===== src/rtl/hangman_guess_engine_pkg.sv =====
// Shared types and constants for the Wireless Hangman guess engine.
// Pure declarations, no logic.
package hangman_pkg;

    localparam int WORD_LEN     = 5;
    localparam int CHAR_W       = 8;
    localparam int MAX_MISTAKES = 6;

    localparam logic [CHAR_W-1:0] ASCII_A = 8'h41;
    localparam logic [CHAR_W-1:0] ASCII_Z = 8'h5A;

    typedef enum logic [2:0] {
        IDLE  = 3'd0,
        PLAY  = 3'd1,
        CHECK = 3'd2,
        WIN   = 3'd3,
        LOSE  = 3'd4
    } state_t;

endpackage


===== src/rtl/hangman_guess_engine_if.sv =====
// Host-side bundle between the guess source, the engine and the LCD status consumer.
// The master drives word/guess; the slave (engine) answers with ready and status.
interface hangman_guess_engine_if;
    import hangman_pkg::*;

    logic [WORD_LEN*CHAR_W-1:0] word;
    logic                       word_valid;
    logic [CHAR_W-1:0]          guess;
    logic                       guess_valid;
    logic                       guess_ready;
    logic [WORD_LEN-1:0]        indexCorrect;
    logic [2:0]                 correct;
    logic                       mistake;
    logic [2:0]                 numMistake;
    logic [CHAR_W-1:0]          letter;
    logic                       repeat_guess;
    logic                       invalid;
    logic                       update;
    logic                       game_win;
    logic                       game_lose;

    modport master (
        output word, word_valid, guess, guess_valid,
        input  guess_ready, indexCorrect, correct, mistake, numMistake,
               letter, repeat_guess, invalid, update, game_win, game_lose
    );

    modport slave (
        input  word, word_valid, guess, guess_valid,
        output guess_ready, indexCorrect, correct, mistake, numMistake,
               letter, repeat_guess, invalid, update, game_win, game_lose
    );

endinterface


===== src/rtl/hangman_guess_engine_matcher.sv =====
// Compares one guessed character against every byte of the word; zero latency.
// Bit 4 of the mask corresponds to the first character (word MSByte).
module letter_matcher
    import hangman_pkg::*;
(
    input  logic [CHAR_W-1:0]          guess_i,
    input  logic [WORD_LEN*CHAR_W-1:0] word_i,
    output logic [WORD_LEN-1:0]        mask_o,
    output logic [2:0]                 count_o
);

    always_comb begin
        mask_o  = '0;
        count_o = '0;
        for (int i = 0; i < WORD_LEN; i++) begin
            mask_o[i] = (word_i[i*CHAR_W +: CHAR_W] == guess_i);
            count_o   = count_o + 3'(mask_o[i]);
        end
    end

endmodule


===== src/rtl/hangman_guess_engine.sv =====
// Hangman game core: one guess per handshake, results registered after one CHECK cycle
// (accept at edge k, status + update pulse after k+1). guess_ready is low outside PLAY.
module hangman_guess_engine
    import hangman_pkg::*;
(
    input  logic                  clk,
    input  logic                  nRst,
    hangman_guess_engine_if.slave bus
);

    state_t                     state_q;
    logic [WORD_LEN*CHAR_W-1:0] word_q;
    logic [CHAR_W-1:0]          guess_q;
    logic [25:0]                guessed_q;
    logic [WORD_LEN-1:0]        index_q;
    logic [2:0]                 correct_q;
    logic                       mistake_q;
    logic [2:0]                 num_q;
    logic [CHAR_W-1:0]          letter_q;
    logic                       repeat_q;
    logic                       invalid_q;
    logic                       update_q;
    logic                       win_q;
    logic                       lose_q;

    logic [WORD_LEN-1:0] match_mask;
    logic [2:0]          match_cnt;

    letter_matcher u_match (
        .guess_i (guess_q),
        .word_i  (word_q),
        .mask_o  (match_mask),
        .count_o (match_cnt)
    );

    logic                letter_ok;
    logic                already;
    logic [4:0]          letter_idx;
    logic [31:0]         guessed_ext;
    logic [31:0]         set_vec;
    logic                hit;
    logic                miss;
    logic [WORD_LEN-1:0] index_d;
    logic [2:0]          num_d;
    logic [25:0]         guessed_d;

    // Outcome of the CHECK cycle, in rule priority: invalid, repeat, hit, miss.
    always_comb begin
        letter_ok   = (guess_q >= ASCII_A) && (guess_q <= ASCII_Z);
        letter_idx  = 5'(guess_q - ASCII_A);
        guessed_ext = {6'd0, guessed_q};
        set_vec     = 32'd1 << letter_idx;
        already     = letter_ok && guessed_ext[letter_idx];
        hit         = letter_ok && !already && (match_mask != '0);
        miss        = letter_ok && !already && (match_mask == '0);
        index_d     = index_q;
        num_d       = num_q;
        guessed_d   = guessed_q;
        if (letter_ok && !already) begin
            guessed_d = guessed_q | set_vec[25:0];
        end
        if (hit) begin
            index_d = index_q | match_mask;
        end
        if (miss && (num_q != 3'(MAX_MISTAKES))) begin
            num_d = num_q + 3'd1;
        end
    end

    always_ff @(posedge clk or negedge nRst) begin
        if (!nRst) begin
            state_q   <= IDLE;
            word_q    <= '0;
            guess_q   <= '0;
            guessed_q <= '0;
            index_q   <= '0;
            correct_q <= '0;
            mistake_q <= 1'b0;
            num_q     <= '0;
            letter_q  <= '0;
            repeat_q  <= 1'b0;
            invalid_q <= 1'b0;
            update_q  <= 1'b0;
            win_q     <= 1'b0;
            lose_q    <= 1'b0;
        end else if (bus.word_valid) begin
            // A new word overrides any state, including a pending CHECK or offered guess.
            state_q   <= PLAY;
            word_q    <= bus.word;
            guessed_q <= '0;
            index_q   <= '0;
            correct_q <= '0;
            mistake_q <= 1'b0;
            num_q     <= '0;
            letter_q  <= '0;
            repeat_q  <= 1'b0;
            invalid_q <= 1'b0;
            update_q  <= 1'b1;
            win_q     <= 1'b0;
            lose_q    <= 1'b0;
        end else begin
            update_q <= 1'b0;
            case (state_q)
                PLAY: begin
                    if (bus.guess_valid) begin
                        guess_q <= bus.guess;
                        state_q <= CHECK;
                    end
                end
                CHECK: begin
                    update_q  <= 1'b1;
                    letter_q  <= guess_q;
                    invalid_q <= !letter_ok;
                    repeat_q  <= already;
                    correct_q <= hit ? match_cnt : 3'd0;
                    mistake_q <= miss;
                    index_q   <= index_d;
                    num_q     <= num_d;
                    guessed_q <= guessed_d;
                    if (index_d == '1) begin
                        state_q <= WIN;
                        win_q   <= 1'b1;
                    end else if (num_d == 3'(MAX_MISTAKES)) begin
                        state_q <= LOSE;
                        lose_q  <= 1'b1;
                    end else begin
                        state_q <= PLAY;
                    end
                end
                IDLE, WIN, LOSE: ;
                default: state_q <= IDLE;
            endcase
        end
    end

    assign bus.guess_ready  = (state_q == PLAY);
    assign bus.indexCorrect = index_q;
    assign bus.correct      = correct_q;
    assign bus.mistake      = mistake_q;
    assign bus.numMistake   = num_q;
    assign bus.letter       = letter_q;
    assign bus.repeat_guess = repeat_q;
    assign bus.invalid      = invalid_q;
    assign bus.update       = update_q;
    assign bus.game_win     = win_q;
    assign bus.game_lose    = lose_q;

endmodule


===== src/flat_wrapper.sv =====
// flat-port wrapper written by rule: the top's interface ports become plain ports
module hangman_guess_engine_flat import hangman_pkg::*;
  (clk, nRst, bus_word, bus_word_valid, bus_guess, bus_guess_valid, bus_guess_ready, bus_indexCorrect, bus_correct, bus_mistake, bus_numMistake, bus_letter, bus_repeat_guess, bus_invalid, bus_update, bus_game_win, bus_game_lose);
  hangman_guess_engine_if bus_i ();
  input  logic clk;
  input  logic nRst;
  input wire logic [$bits(bus_i.word)-1:0] bus_word;
  input wire logic [$bits(bus_i.word_valid)-1:0] bus_word_valid;
  input wire logic [$bits(bus_i.guess)-1:0] bus_guess;
  input wire logic [$bits(bus_i.guess_valid)-1:0] bus_guess_valid;
  output wire logic [$bits(bus_i.guess_ready)-1:0] bus_guess_ready;
  output wire logic [$bits(bus_i.indexCorrect)-1:0] bus_indexCorrect;
  output wire logic [$bits(bus_i.correct)-1:0] bus_correct;
  output wire logic [$bits(bus_i.mistake)-1:0] bus_mistake;
  output wire logic [$bits(bus_i.numMistake)-1:0] bus_numMistake;
  output wire logic [$bits(bus_i.letter)-1:0] bus_letter;
  output wire logic [$bits(bus_i.repeat_guess)-1:0] bus_repeat_guess;
  output wire logic [$bits(bus_i.invalid)-1:0] bus_invalid;
  output wire logic [$bits(bus_i.update)-1:0] bus_update;
  output wire logic [$bits(bus_i.game_win)-1:0] bus_game_win;
  output wire logic [$bits(bus_i.game_lose)-1:0] bus_game_lose;
  assign bus_i.word = bus_word;
  assign bus_i.word_valid = bus_word_valid;
  assign bus_i.guess = bus_guess;
  assign bus_i.guess_valid = bus_guess_valid;
  assign bus_guess_ready = bus_i.guess_ready;
  assign bus_indexCorrect = bus_i.indexCorrect;
  assign bus_correct = bus_i.correct;
  assign bus_mistake = bus_i.mistake;
  assign bus_numMistake = bus_i.numMistake;
  assign bus_letter = bus_i.letter;
  assign bus_repeat_guess = bus_i.repeat_guess;
  assign bus_invalid = bus_i.invalid;
  assign bus_update = bus_i.update;
  assign bus_game_win = bus_i.game_win;
  assign bus_game_lose = bus_i.game_lose;
  hangman_guess_engine u_core (.clk(clk), .nRst(nRst), .bus(bus_i));
endmodule

===== config.mk =====
export PLATFORM = sky130hd
export DESIGN_NAME = hangman_guess_engine_flat
export DESIGN_NICKNAME = d
export VERILOG_FILES = /design/src/rtl/hangman_guess_engine_pkg.sv /design/src/rtl/hangman_guess_engine_if.sv /design/src/rtl/hangman_guess_engine_matcher.sv /design/src/rtl/hangman_guess_engine.sv /design/src/flat_wrapper.sv
export SDC_FILE = /design/constraint.sdc
export NUM_CORES = 1
export LEC_CHECK = 0
export BUFFER_PORTS_ARGS = -buffer_cell sky130_fd_sc_hd__buf_2
export CAP_MARGIN = 25
export CORE_ASPECT_RATIO = 2
export CORE_UTILIZATION = 51
export CTS_CLUSTER_DIAMETER = 60
export DETAILED_ROUTE_END_ITERATION = 10
export PLACE_DENSITY = 0.76
export SLEW_MARGIN = 20
export SYNTH_ARGS = -nofsm -noshare
export SYNTH_HDL_FRONTEND = slang
export SYNTH_SLANG_ARGS = --single-unit

===== constraint.sdc =====
create_clock -name clk -period 3.1 [get_ports clk]
set_input_delay 0.155 -clock clk [delete_from_list [all_inputs] [get_ports clk]]
set_output_delay 0.155 -clock clk [all_outputs]
set_load 0.1 [all_outputs]

==> results.sh, run 1 <==
export IMPL_die_x_um=72.6
export IMPL_cts_tree="done"
export IMPL_gp_congestion=0.947
export IMPL_core_area_sq_um=9700
export IMPL_synth_distinct_cells=49
export IMPL_status="finished, final reports clean"
export IMPL_critPathKind="reg2reg"
export IMPL_rr_worst_depth=10
export IMPL_synth_top_family_by_area="multiplexers"
export IMPL_antenna_cells=0
export IMPL_num_vias=3866
export IMPL_design_area_sq_um=6140
export IMPL_synth_warnings=0
export IMPL_syn_cell_area_sq_um=5080
export IMPL_start_util_pct=52.4
export IMPL_ant_nets=0
export IMPL_cp_arrival_ps=3300
export IMPL_synth_compound_area_share_pct=9.39
export IMPL_cts_max_path_buffers=2
export IMPL_syn_to_final_growth_pct=20.9
export IMPL_seq_area_frac_synth_pct=50.3
export IMPL_synth_area_leaders="dfrtp_1 50%, mux2_2 11%, xor2_1 5.3%, nor2_1 4.3%, a21oi_1 3.8%"
export IMPL_maxCapViolations=0
export IMPL_relSlewSlack_pct=39.1
export IMPL_leakage_nw=2.82
export IMPL_tightest_slew_ps=913
export IMPL_ff2ff_setup_slack_ps=50
export IMPL_slew_violations=0
export IMPL_drt_initial_drc_count=417
export IMPL_port_buffers=77
export IMPL_antenna_found_initial=0
export IMPL_synthArstFlopShare_pct=100
export IMPL_grt_pass1_vias=3994
export IMPL_syn_avg_cell_area_sq_um=11.2
export IMPL_total_power_mw=3.75
export IMPL_synth_ff_type="dfrtp_1"
export IMPL_setup_viol=0
export IMPL_drive_gt1_share_pct=35.2
export IMPL_syn_nets=518
export IMPL_power_density_nw_per_um2=610
export IMPL_timing_fmax_mhz=327
export IMPL_fp_dieH_um=143
export IMPL_timing_rr_end="u_core.state_q[1]$_DFFE_PN0P_"
export IMPL_finClkSkew_ps=9.40
export IMPL_root_buffer="clkbuf_16"
export IMPL_die_area_sq_um=10400
export IMPL_max_vdd_ir_drop_uv=399
export IMPL_routed_via_density=5.64
export IMPL_cts_clk_slew_worst_paths_ps=70
export IMPL_htreeDepth=3
export IMPL_fin_crit_sh_pct=98.5
export IMPL_wl_per_cell_um=18.0
export IMPL_grt_pass1_wl_um=19300
export IMPL_crit_path_end="u_core.state_q[1]$_DFFE_PN0P_"
export IMPL_yosysTopAreaCellShare_pct=50.3
export IMPL_grt_max_degree=74
export IMPL_synthAdderAreaFrac_pct=3.25
export IMPL_synth_seq_cells=102
export IMPL_synth_edff_count=0
export IMPL_drc=0
export IMPL_numCtsBuffers=9
export IMPL_critPathRequiredTime_ps=3350
export IMPL_row_count=51
export IMPL_yosys_area_share_simple_pct=11.8
export IMPL_clock_latency_ps=350
export IMPL_nFillCells=814
export IMPL_synth_xor_area_share_pct=8.08
export IMPL_fin_nets=613
export IMPL_clock_sinks=102
export IMPL_io_pins=78
export IMPL_dr_pass1_iters=4
export IMPL_fin_crit_ps=3050
export IMPL_synth_area_leader_cell="dfrtp_1"
export IMPL_grt_overflow=0
export IMPL_rr_startpoint="u_core.guess_q[0]$_DFFE_PN0P_"
export IMPL_cp_startpoint="u_core.guess_q[0]$_DFFE_PN0P_"
export IMPL_cp_max_fo=20
export IMPL_min_path_type="in2reg"
export IMPL_cp_start_kind="flip-flop"
export IMPL_placed_cell_area_sq_um=5690
export IMPL_hold_viol=0
export IMPL_muxShareOfSynthArea_pct=14.0
export IMPL_grt_use_total_pct=25.0
export IMPL_routed_wl_um=12300
export IMPL_hpwl_um=8680
export IMPL_syn_inst=454
export IMPL_endpoint_kind="flip-flop"
per-stage QoR:
stage          cells  util [%]  hold WS [ps]  TNS (ps)  setup slack [ps]
2_1_floorplan    454         -          -141         0              20.6
3_3_place_gp     661      58.7           334         0               219
3_5_place_dp     661      58.7           343         0              73.4
4_1_cts          678      61.8          23.8         0              18.7
5_1_grt          686      63.3          20.2      -208             -60.1
6_report         686      63.3          26.8         0              46.4
metal layers:
metal	up-vias	global-route usage, %	wire length [um]
met5	-	0	0
met1	1919	26.6	4410
met2	137	44.8	6880
met4	0	14.0	525
met3	43	5.15	521
li1	1767	-	-
report_power, final:
group	total, mW	switching [mW]	internal [mW]
Combinational	1.11	0.645	0.465
Sequential	1.53	0.112	1.42
Clock	1.10	0.523	0.578
logic make-up (layout without fill, tap and decap cells):
kind of cell	after synthesis	count (layout)
AO/OA/AOI/OAI	68	69
XOR/XNOR	46	46
adder cells (fa/ha/maj)	12	12
buffers and inverters	40	139
flip-flops	102	102
multiplexers	60	60
AND/OR/NAND/NOR	126	126
area by class of cell:
class | instances | area [sq um] | area share [%]
sequential | 102 | 2550 | 41.6
multi-input combinational | 313 | 2460 | 40.1
timing repair buffer | 106 | 608 | 9.90
clock buffer | 10 | 239 | 3.89
tap | 132 | 165 | 2.69
inverter | 17 | 63.8 | 1.04
clock inverter | 6 | 51.3 | 0.835
critical path, cell delays in order, from the launching register on:
cell	delay, ps
dfrtp_1	390
buf_4	250
nor3_4	400
xor2_4	300
mux2i_2	310
a2bb2oi_4	300
buf_4	180
a41oi_1	140
nor2_1	330
a21oi_1	130
o41ai_2	220
sequential cells by signal, indices dropped and copies added (netlist names), 3 cells and up:
name,cells
u_core.word_q,40
u_core.guessed_q,26
u_core.bus.letter,8
u_core.guess_q,8
u_core.bus.indexCorrect,5
u_core.bus.correct,3
u_core.bus.numMistake,3
u_core.state_q,3
cells in the final DEF, fill, tap and decap left out, types with 5 or more instances in the layout:
cell type  instances
mux2_2            48
clkbuf_16          9
mux2i_1            7
ha_1               9
nor4_1             7
xnor2_1           13
buf_2             76
nor2_1            57
nand2_1           27
inv_1             17
dfrtp_1          101
a21oi_1           39
xor2_1            31
nand4_1            8
buf_4             29
nor3_1             5
Yosys cell counts (7+ instances only):
cell / n
clkbuf_1: 17
mux2_2: 48
a21oi_1: 39
xor2_1: 31
nand2_1: 27
xnor2_1: 14
ha_1: 10
dfrtp_1: 102
mux2i_1: 8
inv_1: 17
nand4_1: 8
nor4_1: 7
nor2_1: 58
nor3_1: 7
worst min path at each step:
stage,cells after the start,slack [ps],end,startpoint
after floorplan,0,-140,u_core.bus.correct[0]$_DFFE_PN0P_,nRst
after global placement,1,330,u_core.bus.update$_DFF_PN0_,nRst
after detailed placement,1,340,u_core.bus.update$_DFF_PN0_,nRst
after CTS,2,20,u_core.word_q[34]$_DFFE_PN0P_,bus_word[34]
after global routing,2,20,u_core.guess_q[7]$_DFFE_PN0P_,bus_guess[7]
final,2,30,u_core.word_q[34]$_DFFE_PN0P_,bus_word[34]
repair_timing:
| item | 4_1_cts | 5_1_grt |
|---|---|---|
| gates resized for setup | 0 | 13 |
| setup endpoints to repair | 0 | 34 |
| hold endpoints to repair | 71 | 0 |
| buffers inserted | 0 | 7 |
| hold buffers | 1 | 0 |
No activity file was read; power rests on OpenSTA's default activity.
==> run 2: changes to the inputs <==
Settings changed: ABC_AREA from default to 1, CORE_UTILIZATION 51 to 52, PLACE_DENSITY 0.76 to 0.77.
==> run 2 against run 1 <==
Net effect:
- power is 28% higher
- hold slack worse by 24 ps
- fmax is 10% higher
- combinational power is 75% higher
- die area is 2.6% higher
- design area is 0.92% higher
- clock skew is 0.78 ps lower
- setup slack better by 280 ps
- global-route usage is 2.8 points higher
- core utilization is 0.25 points lower
- cell count is 29% higher
==> results.sh, run 2 <==
export IMPL_switching_share_pct=42.4
export IMPL_hold_viol=0
export IMPL_cp_arrival_ps=3060
export IMPL_min_path_type="in2reg"
export IMPL_cp_max_fo=6
export IMPL_cts_tree="done"
export IMPL_drt_initial_drc_count=265
export IMPL_layout_commonest_cell="nand2_1"
export IMPL_cp_slowest_stage_delay_ps=380
export IMPL_port_buffers=77
export IMPL_cts_setup_buffers=0
export IMPL_timing_critical_path_slowest_stage_cell="dfrtp_1"
export IMPL_leakage_nw=3.17
export IMPL_synth_area_leader_cell="dfrtp_1"
export IMPL_nFillCells=879
export IMPL_core_area_sq_um=9830
export IMPL_grt_use_total_pct=27.8
export IMPL_path_cells="inv_1 -> ha_1 -> xor2_1 -> nand3_1 -> nand3_1 -> nand2_1 -> nand2_1 -> nand3_2 -> nor2_1 -> nand3_1 -> nand2_1 -> nand2_1 -> nor2_2 -> nand3_2 -> a21oi_2"
export IMPL_max_vdd_ir_drop_uv=443
export IMPL_cts_hold_buf=2
export IMPL_grt_overflow=0
export IMPL_drc=0
export IMPL_rsz0062_at_grt="no"
export IMPL_synth_ff_type="dfrtp_1"
export IMPL_syn_avg_cell_area_sq_um=7.90
export IMPL_largest_reg_flops=40
export IMPL_root_buffer="clkbuf_16"
export IMPL_antenna_found_initial=0
export IMPL_syn_to_final_growth_pct=16.6
export IMPL_grt_pass1_vias=4768
export IMPL_numCtsBuffers=9
export IMPL_wl_per_cell_um=15.4
export IMPL_fin_nets=815
export IMPL_gp_congestion=0.911
export IMPL_critPathRequiredTime_ps=3380
export IMPL_finClkSkew_ps=8.61
export IMPL_clock_sinks=102
export IMPL_syn_inst=673
export IMPL_biggestRegsByFlops="u_core.word_q: 40 flops, u_core.guessed_q: 26 flops"
export IMPL_fin_crit_sh_pct=89.6
export IMPL_row_count=51
export IMPL_internal_power_mw=2.77
export IMPL_grt_pass1_wl_um=22400
export IMPL_fin_setup_tns_ps=0
export IMPL_critPathKind="reg2reg"
export IMPL_die_x_um=73.5
export IMPL_synth_common_cells="207 x nand2_1, 102 x dfrtp_1, 80 x inv_1, 45 x nand3_1, 42 x a21oi_1"
export IMPL_timing_fmax_mhz=360
export IMPL_fp_dieH_um=145
export IMPL_post_cts_resized=0
export IMPL_htreeDepth=3
export IMPL_setup_viol=0
export IMPL_cts_max_path_buffers=2
export IMPL_synth_most_common_cell="nand2_1"
export IMPL_layout_common_cells="207 x nand2_1, 102 x dfrtp_1, 80 x inv_1"
export IMPL_num_vias=4735
export IMPL_cts_clk_slew_worst_paths_ps=70
export IMPL_synth_warnings=0
export IMPL_routed_wl_um=13700
export IMPL_seq_area_frac_synth_pct=48.0
export IMPL_syn_nets=737
export IMPL_relSlewSlack_pct=53.9
export IMPL_status="finished, final reports clean"
export IMPL_antenna_cells=0
export IMPL_syn_cell_area_sq_um=5320
export IMPL_power_density_nw_per_um2=775
export IMPL_hpwl_um=10400
export IMPL_die_area_sq_um=10700
export IMPL_synth_distinct_cells=38
export IMPL_grt_max_degree=55
export IMPL_slew_violations=0
export IMPL_io_pins=78
export IMPL_dr_pass1_iters=5
export IMPL_synth_seq_cells=102
export IMPL_synthArstFlopShare_pct=100
export IMPL_seqPwrFrac_pct=34.0
export IMPL_drive_gt1_share_pct=17.1
export IMPL_worst_path_most_repeated_cell="nand2_1"
export IMPL_p_sw_mw=2.04
export IMPL_yosysTopAreaCellShare_pct=48.0
export IMPL_top_register="u_core.word_q"
export IMPL_p_clk_share_pct=25.6
export IMPL_fin_crit_ps=2780
export IMPL_tightest_slew_ps=689
export IMPL_start_util_pct=54.1
export IMPL_clock_latency_ps=360
export IMPL_routed_via_density=5.33
export IMPL_synth_edff_count=0
export IMPL_total_power_mw=4.81
export IMPL_maxCapViolations=0
export IMPL_combPwrFrac_pct=40.4
export IMPL_endpoint_kind="flip-flop"
export IMPL_cp_start_kind="flip-flop"
export IMPL_ant_nets=0
export IMPL_synth_area_leaders="dfrtp_1 48%, nand2_1 15%, inv_1 5.6%, nand3_1 4.2%, a21oi_1 4.0%"
-- run 2: cell types whose count changed after synthesis, sizes merged, moves of 6 or more --
| cell | change |
|---|---|
| nor4 | -8 |
| o22ai | +6 |
| xor2 | -18 |
| inv | +68 |
| o21ai | +40 |
| nor3 | +10 |
| nand2 | +182 |
| xnor2 | -9 |
| mux2i | -8 |
| mux2 | -48 |
| nand3 | +43 |
| nor2 | -21 |
-- run 2: layout make-up --
type	count	area [sq um]	area share, %
flip-flops and latches	102	2550	41.2
inverters	86	323	5.21
clock inverters	5	81.3	1.31
multi-input cells	456	2290	36.9
clock buffers	11	243	3.92
well taps	132	165	2.66
repair buffers	96	548	8.84
-- run 2: power groups by stage --
stage | clock (mW) | combinational (mW) | sequential (mW)
6_report | 1.23 | 1.94 | 1.63
3_5_place_dp | 0 | 1.92 | 1.66
5_1_grt | 1.29 | 2.11 | 1.65
2_1_floorplan | 0 | 1.32 | 1.74
3_3_place_gp | 0 | 1.89 | 1.65
4_1_cts | 1.24 | 1.93 | 1.63
-- run 2: logic make-up (layout without fill, tap and decap cells) --
group	Yosys count	count (layout)	synth area share, %
fa+ha+maj	12	12	3.11
flops	102	102	48.0
buf+inv	115	198	8.99
xor+xnor	19	19	3.62
compound gates	98	98	9.86
simple gates	327	327	26.4
-- run 2: worst paths after layout --
kind | startpoint | end | slack, ps | cells past startpoint
hold reg to reg | u_core.bus.letter[0]$_DFFE_PN0P_ | u_core.bus.letter[0]$_DFFE_PN0P_ | 480 | 2
setup / recovery | u_core.guess_q[1]$_DFFE_PN0P_ | u_core.bus.game_lose$_DFFE_PN0P_ | 320 | 15
hold / removal | bus_word[4] | u_core.word_q[4]$_DFFE_PN0P_ | 3 | 3
max in group asynchronous | nRst | u_core.bus.indexCorrect[0]$_DFFE_PN0P_ | 2020 | 3
setup reg to reg | u_core.guess_q[1]$_DFFE_PN0P_ | u_core.bus.game_lose$_DFFE_PN0P_ | 320 | 15
min in group asynchronous | nRst | u_core.guessed_q[17]$_DFFE_PN0P_ | 360 | 2
-- run 2: metal layers --
layer / part of all wire (%) / GRT usage (%) / up-vias
li1: - / - / 2295
met1: 36 / 30.1 / 2209
met2: 54 / 48.2 / 180
met3: 4.3 / 2.64 / 51
met4: 6.4 / 20.6 / 0
met5: 0 / 0 / -
-- run 2: worst max-delay path, delay by kind of cell, from the launching register on --
kind	cells	cell delay (ps)
AOI/OAI and AO/OA	1	130
xor gates and xnor gates	1	370
adders and majority gates	1	350
buffers and inverters	1	200
DFF	1	380
and+or+nand+nor	11	1260
-- run 2: stage by stage --
stage	utilization (%)	hold slack [ps]	instances	area, sq um	setup slack [ps]
3_5_place_dp	59.6	214	870	5850	380
2_1_floorplan	-	-141	673	5320	496
4_1_cts	63.1	5.15	888	6200	348
6_report	63.1	2.65	888	6200	324
3_3_place_gp	59.6	210	870	5850	465
5_1_grt	63.1	18.0	888	6200	59.1
==> run 3: changes to the inputs <==
Settings changed: CTS_BUF_LIST from default to sky130_fd_sc_hd__clkbuf_4 sky130_fd_sc_hd__clkbuf_8 sky130_fd_sc_hd__clkbuf_16.
==> run 3 against run 2 <==
Net effect:
- critical path depth unchanged
- core utilization hardly changed
- combinational power barely moved
- critical endpoint unchanged
- setup slack better by 0.61 ps
- global-route usage stayed put
==> results.sh, run 3 (synthesis gave the netlist of run 2 again) <==
export IMPL_status="finished, final reports clean"
export IMPL_placed_cell_area_sq_um=5850
export IMPL_rr_startpoint="u_core.guess_q[1]$_DFFE_PN0P_"
export IMPL_max_vdd_ir_drop_uv=443
export IMPL_htreeDepth=3
export IMPL_fin_nets=815
export IMPL_cp_start_kind="flip-flop"
export IMPL_min_path_type="in2reg"
export IMPL_fin_setup_tns_ps=0
export IMPL_top_register="u_core.word_q"
export IMPL_fin_util_pct=63.1
export IMPL_hpwl_um=10400
export IMPL_relSlewSlack_pct=53.9
export IMPL_grt_overflow=0
export IMPL_path_buf_inv=1
export IMPL_worst_path_most_repeated_cell="nand2_1"
export IMPL_die_area_sq_um=10700
export IMPL_routed_wl_um=13700
export IMPL_path_cells="inv_1 -> ha_1 -> xor2_1 -> nand3_1 -> nand3_1 -> nand2_1 -> nand2_1 -> nand3_2 -> nor2_1 -> nand3_1 -> nand2_1 -> nand2_1 -> nor2_2 -> nand3_2 -> a21oi_2"
export IMPL_syn_to_final_growth_pct=16.7
export IMPL_timing_critical_path_slowest_stage_cell="dfrtp_1"
export IMPL_cts_tree="done"
export IMPL_drive_gt1_share_pct=17.2
export IMPL_drt_initial_drc_count=265
export IMPL_tightest_slew_ps=689
export IMPL_grt_pass1_vias=4768
export IMPL_drc=0
export IMPL_leakage_nw=3.17
export IMPL_die_x_um=73.5
export IMPL_hold_viol=0
export IMPL_largest_reg_flops=40
export IMPL_cp_arrival_ps=3060
export IMPL_nFillCells=879
export IMPL_cts_clk_slew_worst_paths_ps=70
export IMPL_critPathKind="reg2reg"
export IMPL_critPathRequiredTime_ps=3380
export IMPL_rsz0062_at_grt="no"
export IMPL_cp_max_fo=6
export IMPL_fin_crit_ps=2780
export IMPL_power_density_nw_per_um2=776
export IMPL_cts_max_path_buffers=2
export IMPL_ff2ff_setup_slack_ps=320
export IMPL_row_count=51
export IMPL_biggestRegsByFlops="u_core.word_q: 40 flops, u_core.guessed_q: 26 flops"
export IMPL_gp_congestion=0.911
export IMPL_num_vias=4741
export IMPL_root_buffer="clkbuf_16"
export IMPL_timing_fmax_mhz=360
export IMPL_finClkSkew_ps=8.15
export IMPL_layout_commonest_cell="nand2_1"
export IMPL_endpoint_kind="flip-flop"
export IMPL_slew_violations=0
export IMPL_antenna_cells=0
export IMPL_fp_dieH_um=145
export IMPL_hp_start="bus_word[4]"
export IMPL_clock_latency_ps=360
export IMPL_grt_use_total_pct=27.8
export IMPL_total_power_mw=4.81
export IMPL_core_area_sq_um=9830
export IMPL_cts_setup_buffers=0
export IMPL_antenna_found_initial=0
export IMPL_port_buffers=77
export IMPL_fin_hold_ws_ps=2.56
export IMPL_fin_crit_sh_pct=89.5
export IMPL_layout_common_cells="207 x nand2_1, 102 x dfrtp_1, 80 x inv_1"
export IMPL_maxCapViolations=0
export IMPL_routed_via_density=5.34
export IMPL_grt_pass1_wl_um=22400
export IMPL_clock_sinks=102
export IMPL_numCtsBuffers=9
export IMPL_grt_max_degree=55
export IMPL_io_pins=78
export IMPL_start_util_pct=54.1
export IMPL_dr_pass1_iters=5
export IMPL_cp_slowest_stage_delay_ps=380
export IMPL_ant_nets=0
export IMPL_setup_viol=0
export IMPL_cp_startpoint="u_core.guess_q[1]$_DFFE_PN0P_"
export IMPL_wl_per_cell_um=15.4
export IMPL_crit_family="simple AND/OR/NAND/NOR gates"
export IMPL_design_area_sq_um=6200
[run 3: where the power goes]
part / switching, mW / internal [mW]
sequential: 0.160 / 1.47
clock: 0.500 / 0.740
combinational: 1.37 / 0.565
[run 3: area by class of cell]
class | count | area [sq um] | area share, %
Clock buffer | 11 | 246 | 3.97
Inverter | 86 | 323 | 5.20
Clock inverter | 5 | 81.3 | 1.31
Tap cell | 132 | 165 | 2.66
Sequential cell | 102 | 2550 | 41.2
Multi-Input combinational cell | 456 | 2290 | 36.9
Timing Repair Buffer | 96 | 548 | 8.84
[run 3: timing repair]
action	4_1_cts	5_1_grt
hold endpoints to repair	49	0
hold buffers	2	0
gates resized for setup	0	0
[run 3: final timing paths]
check                                                          to  cells past startpoint
max                              u_core.bus.game_lose$_DFFE_PN0P_                     15
min                                  u_core.word_q[4]$_DFFE_PN0P_                      3
max reg2reg                      u_core.bus.game_lose$_DFFE_PN0P_                     15
min reg2reg                      u_core.bus.letter[0]$_DFFE_PN0P_                      2
max in group asynchronous  u_core.bus.indexCorrect[0]$_DFFE_PN0P_                      3
min in group asynchronous        u_core.guessed_q[17]$_DFFE_PN0P_                      2
[run 3: per-stage QoR]
| stage | setup WS, ps | cells |
|---|---|---|
| after CTS | 348 | 888 |
| after floorplan | 496 | 673 |
| after detailed placement | 380 | 870 |
| after global routing | 59.1 | 888 |
| after global placement | 465 | 870 |
| final | 324 | 888 |
[run 3: metal layers]
| metal | up-vias | part of all wire, % | track usage (%) |
|---|---|---|---|
| met4 | 0 | 6.4 | 20.6 |
| met5 | - | 0 | 0 |
| met1 | 2206 | 35 | 30.1 |
| met2 | 189 | 54 | 48.2 |
| met3 | 51 | 4.5 | 2.64 |
| li1 | 2295 | - | - |
[run 3: tightest hold or removal path, delay by kind of cell]
kind	cells	cell delay [ps]
buffers and inverters	1	70
and+or+nand+nor	2	90
